`src/rtl/mem_arbiter_if.sv`:
```
// Bundle between the mem_arbiter and its two requesters plus the memory.
// slave: arbiter side; master: core/memory side (MEM_ALIGN_CHECK_EN adds if_err/d_err).
interface mem_arbiter_if #(
    parameter int AW = 32
);
    logic          if_req;
    logic [AW-1:0] if_addr;
    logic [31:0]   if_rdata;
    logic          if_ready;
    logic          d_req;
    logic          d_we;
    logic [AW-1:0] d_addr;
    logic [31:0]   d_wdata;
    logic [31:0]   d_rdata;
    logic          d_ready;
    logic          mem_en;
    logic          mem_we;
    logic [AW-1:0] mem_addr;
    logic [31:0]   mem_wdata;
    logic [31:0]   mem_rdata;
    logic          busy;
`ifdef MEM_ALIGN_CHECK_EN
    logic          if_err;
    logic          d_err;
`endif

    modport slave (
        input  if_req, if_addr, d_req, d_we, d_addr, d_wdata, mem_rdata,
        output if_rdata, if_ready, d_rdata, d_ready,
        output mem_en, mem_we, mem_addr, mem_wdata, busy
`ifdef MEM_ALIGN_CHECK_EN
        , output if_err, d_err
`endif
    );

    modport master (
        output if_req, if_addr, d_req, d_we, d_addr, d_wdata, mem_rdata,
        input  if_rdata, if_ready, d_rdata, d_ready,
        input  mem_en, mem_we, mem_addr, mem_wdata, busy
`ifdef MEM_ALIGN_CHECK_EN
        , input if_err, d_err
`endif
    );
endinterface

```
`src/rtl/mem_arbiter.sv`:
```
// Shared single-port memory arbiter: fetch vs data, data priority with streak limit.
// Ports: clk, reset (async active-low), bus (mem_arbiter_if.slave); macro MEM_ALIGN_CHECK_EN.
module mem_arbiter #(
    parameter int AW         = 32,
    parameter int MEM_LAT    = 2,
    parameter int MAX_STREAK = 4
) (
    input logic           clk,
    input logic           reset,
    mem_arbiter_if.slave  bus
);
    localparam int SW = $clog2(MAX_STREAK + 1);
    localparam logic [SW-1:0] STREAK_TOP = SW'(MAX_STREAK);
    localparam logic [3:0]    WAIT_LOAD  = 4'(MEM_LAT - 1);

    typedef enum logic [1:0] {
        S_IDLE,
        S_ISSUE,
        S_WAIT,
        S_DONE
    } state_t;

    state_t        r_state;
    state_t        w_next;
    logic          r_own_d;
    logic          r_we;
    logic [AW-1:0] r_addr;
    logic [31:0]   r_wdata;
    logic [31:0]   r_if_rdata;
    logic [31:0]   r_d_rdata;
    logic [SW-1:0] r_streak;
    logic [3:0]    r_wcnt;
`ifdef MEM_ALIGN_CHECK_EN
    logic          r_err;
`endif

    logic          w_req_any;
    logic          w_grant;
    logic          w_grant_d;
    logic          w_skip;
    logic          w_issue;
    logic          w_done;
    logic [AW-1:0] w_sel_addr;

    // Data wins unless fetch has been passed over MAX_STREAK times in a row.
    always_comb begin
        w_req_any  = bus.if_req | bus.d_req;
        w_grant_d  = bus.d_req & ~(bus.if_req & (r_streak == STREAK_TOP));
        w_grant    = (r_state == S_IDLE) & w_req_any;
        w_sel_addr = w_grant_d ? bus.d_addr : bus.if_addr;
`ifdef MEM_ALIGN_CHECK_EN
        w_skip     = |w_sel_addr[1:0];
`else
        w_skip     = 1'b0;
`endif
    end

    always_ff @(posedge clk or negedge reset) begin
        if (!reset) begin
            r_state <= S_IDLE;
        end else begin
            r_state <= w_next;
        end
    end

    always_comb begin
        w_next = r_state;
        unique case (r_state)
            S_IDLE:  if (w_req_any) w_next = w_skip ? S_DONE : S_ISSUE;
            S_ISSUE: w_next = S_WAIT;
            S_WAIT:  if (r_wcnt == 4'd0) w_next = S_DONE;
            S_DONE:  w_next = S_IDLE;
            default: w_next = S_IDLE;
        endcase
    end

    always_ff @(posedge clk or negedge reset) begin
        if (!reset) begin
            r_own_d    <= 1'b0;
            r_we       <= 1'b0;
            r_addr     <= '0;
            r_wdata    <= '0;
            r_if_rdata <= '0;
            r_d_rdata  <= '0;
            r_streak   <= '0;
            r_wcnt     <= '0;
`ifdef MEM_ALIGN_CHECK_EN
            r_err      <= 1'b0;
`endif
        end else begin
            if (w_grant) begin
                r_own_d <= w_grant_d;
                r_we    <= w_grant_d & bus.d_we;
                r_addr  <= w_sel_addr;
                r_wdata <= w_grant_d ? bus.d_wdata : '0;
`ifdef MEM_ALIGN_CHECK_EN
                r_err   <= w_skip;
`endif
                // Only contested data grants count toward starving fetch.
                if (!w_grant_d) begin
                    r_streak <= '0;
                end else if (bus.if_req && r_streak != STREAK_TOP) begin
                    r_streak <= r_streak + 1'b1;
                end
            end
            if (r_state == S_ISSUE) begin
                r_wcnt <= WAIT_LOAD;
            end else if (r_state == S_WAIT && r_wcnt != 4'd0) begin
                r_wcnt <= r_wcnt - 1'b1;
            end
            // Capture on the last wait cycle; stores leave d_rdata alone.
            if (r_state == S_WAIT && r_wcnt == 4'd0 && !r_we) begin
                if (r_own_d) begin
                    r_d_rdata <= bus.mem_rdata;
                end else begin
                    r_if_rdata <= bus.mem_rdata;
                end
            end
        end
    end

    always_comb begin
        w_issue       = (r_state == S_ISSUE);
        w_done        = (r_state == S_DONE);
        bus.mem_en    = w_issue;
        bus.mem_we    = w_issue & r_we;
        bus.mem_addr  = w_issue ? r_addr : '0;
        bus.mem_wdata = w_issue ? r_wdata : '0;
        bus.busy      = (r_state != S_IDLE);
        bus.if_ready  = w_done & ~r_own_d;
        bus.d_ready   = w_done & r_own_d;
        bus.if_rdata  = r_if_rdata;
        bus.d_rdata   = r_d_rdata;
`ifdef MEM_ALIGN_CHECK_EN
        bus.if_err    = w_done & ~r_own_d & r_err;
        bus.d_err     = w_done & r_own_d & r_err;
`endif
    end
endmodule

```
`src/flat_wrapper.sv`:
```
// flat-port wrapper written by rule: the top's interface ports become plain ports
module mem_arbiter_flat 
#(
    parameter int AW         = 32,
    parameter int MEM_LAT    = 2,
    parameter int MAX_STREAK = 4
)
  (clk, reset, bus_if_req, bus_if_addr, bus_d_req, bus_d_we, bus_d_addr, bus_d_wdata, bus_mem_rdata, bus_if_rdata, bus_if_ready, bus_d_rdata, bus_d_ready, bus_mem_en, bus_mem_we, bus_mem_addr, bus_mem_wdata, bus_busy);
  mem_arbiter_if #(.AW(AW)) bus_i ();
  input logic clk;
  input logic reset;
  input wire logic [$bits(bus_i.if_req)-1:0] bus_if_req;
  input wire logic [$bits(bus_i.if_addr)-1:0] bus_if_addr;
  input wire logic [$bits(bus_i.d_req)-1:0] bus_d_req;
  input wire logic [$bits(bus_i.d_we)-1:0] bus_d_we;
  input wire logic [$bits(bus_i.d_addr)-1:0] bus_d_addr;
  input wire logic [$bits(bus_i.d_wdata)-1:0] bus_d_wdata;
  input wire logic [$bits(bus_i.mem_rdata)-1:0] bus_mem_rdata;
  output wire logic [$bits(bus_i.if_rdata)-1:0] bus_if_rdata;
  output wire logic [$bits(bus_i.if_ready)-1:0] bus_if_ready;
  output wire logic [$bits(bus_i.d_rdata)-1:0] bus_d_rdata;
  output wire logic [$bits(bus_i.d_ready)-1:0] bus_d_ready;
  output wire logic [$bits(bus_i.mem_en)-1:0] bus_mem_en;
  output wire logic [$bits(bus_i.mem_we)-1:0] bus_mem_we;
  output wire logic [$bits(bus_i.mem_addr)-1:0] bus_mem_addr;
  output wire logic [$bits(bus_i.mem_wdata)-1:0] bus_mem_wdata;
  output wire logic [$bits(bus_i.busy)-1:0] bus_busy;
  assign bus_i.if_req = bus_if_req;
  assign bus_i.if_addr = bus_if_addr;
  assign bus_i.d_req = bus_d_req;
  assign bus_i.d_we = bus_d_we;
  assign bus_i.d_addr = bus_d_addr;
  assign bus_i.d_wdata = bus_d_wdata;
  assign bus_i.mem_rdata = bus_mem_rdata;
  assign bus_if_rdata = bus_i.if_rdata;
  assign bus_if_ready = bus_i.if_ready;
  assign bus_d_rdata = bus_i.d_rdata;
  assign bus_d_ready = bus_i.d_ready;
  assign bus_mem_en = bus_i.mem_en;
  assign bus_mem_we = bus_i.mem_we;
  assign bus_mem_addr = bus_i.mem_addr;
  assign bus_mem_wdata = bus_i.mem_wdata;
  assign bus_busy = bus_i.busy;
  mem_arbiter #(.AW(AW), .MEM_LAT(MEM_LAT), .MAX_STREAK(MAX_STREAK)) u_core (.clk(clk), .reset(reset), .bus(bus_i));
endmodule
```
`config.mk`:
```
export PLATFORM = sky130hd
export DESIGN_NAME = mem_arbiter_flat
export DESIGN_NICKNAME = d
export VERILOG_FILES = /design/src/rtl/mem_arbiter_if.sv /design/src/rtl/mem_arbiter.sv /design/src/flat_wrapper.sv
export SDC_FILE = /design/constraint.sdc
export NUM_CORES = 1
export LEC_CHECK = 0
export CAP_MARGIN = 10
export CELL_PAD_IN_SITES_DETAIL_PLACEMENT = 1
export CELL_PAD_IN_SITES_GLOBAL_PLACEMENT = 1
export CORE_MARGIN = 2
export CORE_UTILIZATION = 30
export CTS_BUF_LIST = sky130_fd_sc_hd__clkbuf_16
export CTS_CLUSTER_DIAMETER = 50
export DETAILED_ROUTE_END_ITERATION = 10
export PLACE_DENSITY = 0.71
export SYNTH_ARGS = -nofsm -noshare
export SYNTH_HDL_FRONTEND = slang
export SYNTH_SLANG_ARGS = --single-unit
```
`constraint.sdc`:
```
create_clock -name clk -period 6.1 [get_ports clk]
set_input_delay 0.915 -clock clk [delete_from_list [all_inputs] [get_ports clk]]
set_output_delay 0.915 -clock clk [all_outputs]
set_load 0.05 [all_outputs]
```
==> reports/results.txt <==
run status - completed
TritonCTS Buffers - 17
largest net degree at the start of global routing - 74
first-pass iteration count of the detailed router - 4
cell internal pwr - 3.11 mW
Max Cap Viol - 0
Unique masters post-synth - 38
Synth-to-Final Area Change - 54.6%
Die W - 149 um
r2r endpoint - u_core.bus.d_rdata[22]$_DFFE_PN0P_
CTS tree - done
unrepaired setup endpoints after global routing - false
first-pass GRT wire length - 31.9 mm
H-tree Lvls - 4
I/O Buffers - 265
Setup Skew - 0.00890 ns
post-route cell area - 9790 um^2
fill count - 2215
RePlAce Congestion - 0.798
Worst EP required - 5.18 ns
worst relative slew slack - 26.1%
1st-iter DRT viols - 162
combinational share of power - 54.0%
WL/cell - 19.0 um
Area contributors post-synth - dfrtp_1 55%, mux2_4 7.1%, and2_1 6.6%
Yosys Warn Count - 0
number of synthesized register bits - 139
CP Max Fanout - 71
dpl hpwl - 14.1 mm
VDD IR max - 0.224 mV
FF-to-FF Start - u_core.r_wcnt[0]$_DFFE_PN0P_
number of global-route vias before repair - 5709
initial antenna violation count - 0
sequential power share - 28.2%
dpl cells - 1032
Max Root-Sink Buffers - 2
mapped cell area - 6340 um^2
worst reg2reg path depth - 5
share of cells above drive strength 1 - 14.4%
Final setup viols - 0
CP Class - flop to primary output
ant diodes - 0
Avg Synthesized Cell Area - 12.0 um^2
top-area cell type share of the netlist area - 54.9%
total power per unit cell area - 587 nW/um^2
Root Buffer - clkbuf_16
Antenna Nets Post-Route - 0
Synth Net Count - 672
nets@finish - 920
clock-pin slew on the worst setup and hold paths - 0.07 ns
Initial Util - 30.3%
core area - 20900 um^2
gr usage total - 18.3%
clk sinks - 139
vias per cell - 4.83
leading area contributor after synthesis - dfrtp_1
Setup Fix Bufs, Post-CTS - 0
startpoint types - flop
Max Slew Vio Count - 0
Post-Layout Cell Count - 1066
IO Pins - 266
crit end category - primary output
Post-DP Area - 9170 um^2
Async SR Flop Fraction - 100%
min Tclk post-route - 3.92 ns
Die H - 149 um
GRT overflow - 0
Post-CTS Resized - 0
worst slack, placed - 2.58 ns
worst-skew pair later-pin latency - 0.41 ns
CTS Hold Bufs - 0
Post-synth EDFFs - 0
Fmax - 255 MHz
Synth Flop Type - dfrtp_1
Clock Power Share - 17.8%
via count - 5154
Final Hold Vio Count - 0
final worst setup slack - 2.18 ns
setup TNS - 0 ns
die footprint - 22300 um^2
sequential fraction of the synthesis area - 54.9%
WHS - 0.488 ns
final wirelength - 20.3 mm
Net Sw Frac - 45.8%
# DRC - 0
synthesized netlist cell count - 530
worst hold path class - input pin to async pin
Static Leakage - 4.17 nW
# rows - 53
final period utilization - 64.3%
Worst R2R Setup Slack - 3.55 ns
Least-Margin Pin Slew - 1.11 ns
net load switching power - 2.64 mW
Data arrival, critical path - 3.01 ns
[cells by family (layout without fill, tap and decap cells)]
| logic type | Yosys count | after routing | synth area share (%) |
|---|---|---|---|
| AND/OR/NAND/NOR | 181 | 181 | 15.4 |
| flip-flops | 139 | 139 | 54.9 |
| AO/OA/AOI/OAI | 82 | 82 | 10.3 |
| multiplexers | 65 | 65 | 13.3 |
| buffers and inverters | 54 | 315 | 4.27 |
| adder cells (fa/ha/maj) | 9 | 9 | 1.78 |
[synthesized netlist by cell type (2+ instances only)]
cell	count
a21oi_1	4
a22o_1	34
and2_1	67
buf_1	3
buf_12	3
buf_2	3
buf_6	2
clkbuf_1	34
dfrtp_1	139
ha_1	9
inv_1	9
mux2_2	35
mux2_4	30
nand2_1	67
nand3_1	3
nand4_1	32
nor2_1	2
o211ai_1	32
o21ai_0	3
[layer usage]
metal	global-route usage [%]	share of wire, %
met5	0	0
met4	4.90	1.2
met3	5.87	8.5
met2	30.9	48
met1	22.7	43
[power groups by stage]
stage	sequential [mW]	combinational, mW	clock (mW)
after CTS	1.63	3.12	1.06
after floorplan	2.29	1.36	0
final	1.62	3.11	1.02
after global routing	1.68	3.29	1.10
after global placement	1.61	3.04	0
after detailed placement	1.63	3.11	0
[cells in the final DEF, fill, tap and decap left out, types with 2 or more instances in the layout]
cell             count
nor2_1               2
a22o_1              34
nand2_1             67
inv_6                7
inv_1                9
ha_1                 8
nand3_1              3
clkinvlp_4           4
buf_4                7
inv_8                2
o211ai_1            32
o21ai_0              2
dfrtp_1            139
nand4_1             32
mux2_2              35
clkdlybuf4s50_1    264
a21oi_1              4
and2_1              67
clkbuf_16           17
mux2_4              30
[critical path: stages (launching register included)]
cell and delay [ns]:
dfrtp_1 0.42, inv_1 0.12, ha_2 0.90, and2_1 0.24
clkdlybuf4s50_1 0.86
[stage by stage]
| stage | power, mW | utilization (%) |
|---|---|---|
| 6_report | 5.75 | 46.9 |
| 5_1_grt | 6.07 | 46.9 |
| 4_1_cts | 5.80 | 46.7 |
| 3_5_place_dp | 4.74 | 43.9 |
| 3_3_place_gp | 4.64 | 43.9 |
| 2_1_floorplan | 3.65 | - |
[sequential cells by signal, summed over array words and instances, names as in the netlist]
name / flops
u_core.r_wdata: 32
u_core.r_we: 1
u_core.bus.if_rdata: 32
u_core.r_state: 2
u_core.bus.d_rdata: 32
u_core.r_addr: 32
u_core.r_own_d: 1
u_core.r_streak: 3
u_core.r_wcnt: 4
[worst max path at each step]
stage	startpoint	end	slack, ns
finish	u_core.r_state[1]$_DFFE_PN0P_	bus_mem_addr[6]	2.18
global placement	u_core.r_state[1]$_DFFE_PN0P_	bus_mem_wdata[3]	2.65
global route	u_core.r_state[1]$_DFFE_PN0P_	bus_mem_addr[6]	1.97
CTS	u_core.r_state[1]$_DFFE_PN0P_	bus_mem_wdata[3]	2.10
floorplan	u_core.r_state[1]$_DFFE_PN0P_	bus_mem_addr[24]	3.42
detailed placement	u_core.r_state[1]$_DFFE_PN0P_	bus_mem_wdata[3]	2.58
[layout make-up]
class                   instances  area, um^2  share of cell area (%)
clock inverters                15         153                    1.56
clock buffers                  17         425                    4.34
flip-flops and latches        139        3480                    35.5
inverters                       9        33.8                   0.345
well taps                     275         344                    3.51
multi-input cells             337        2610                    26.7
repair buffers                274        2750                    28.1
No activity file was read; power rests on OpenSTA's default activity.
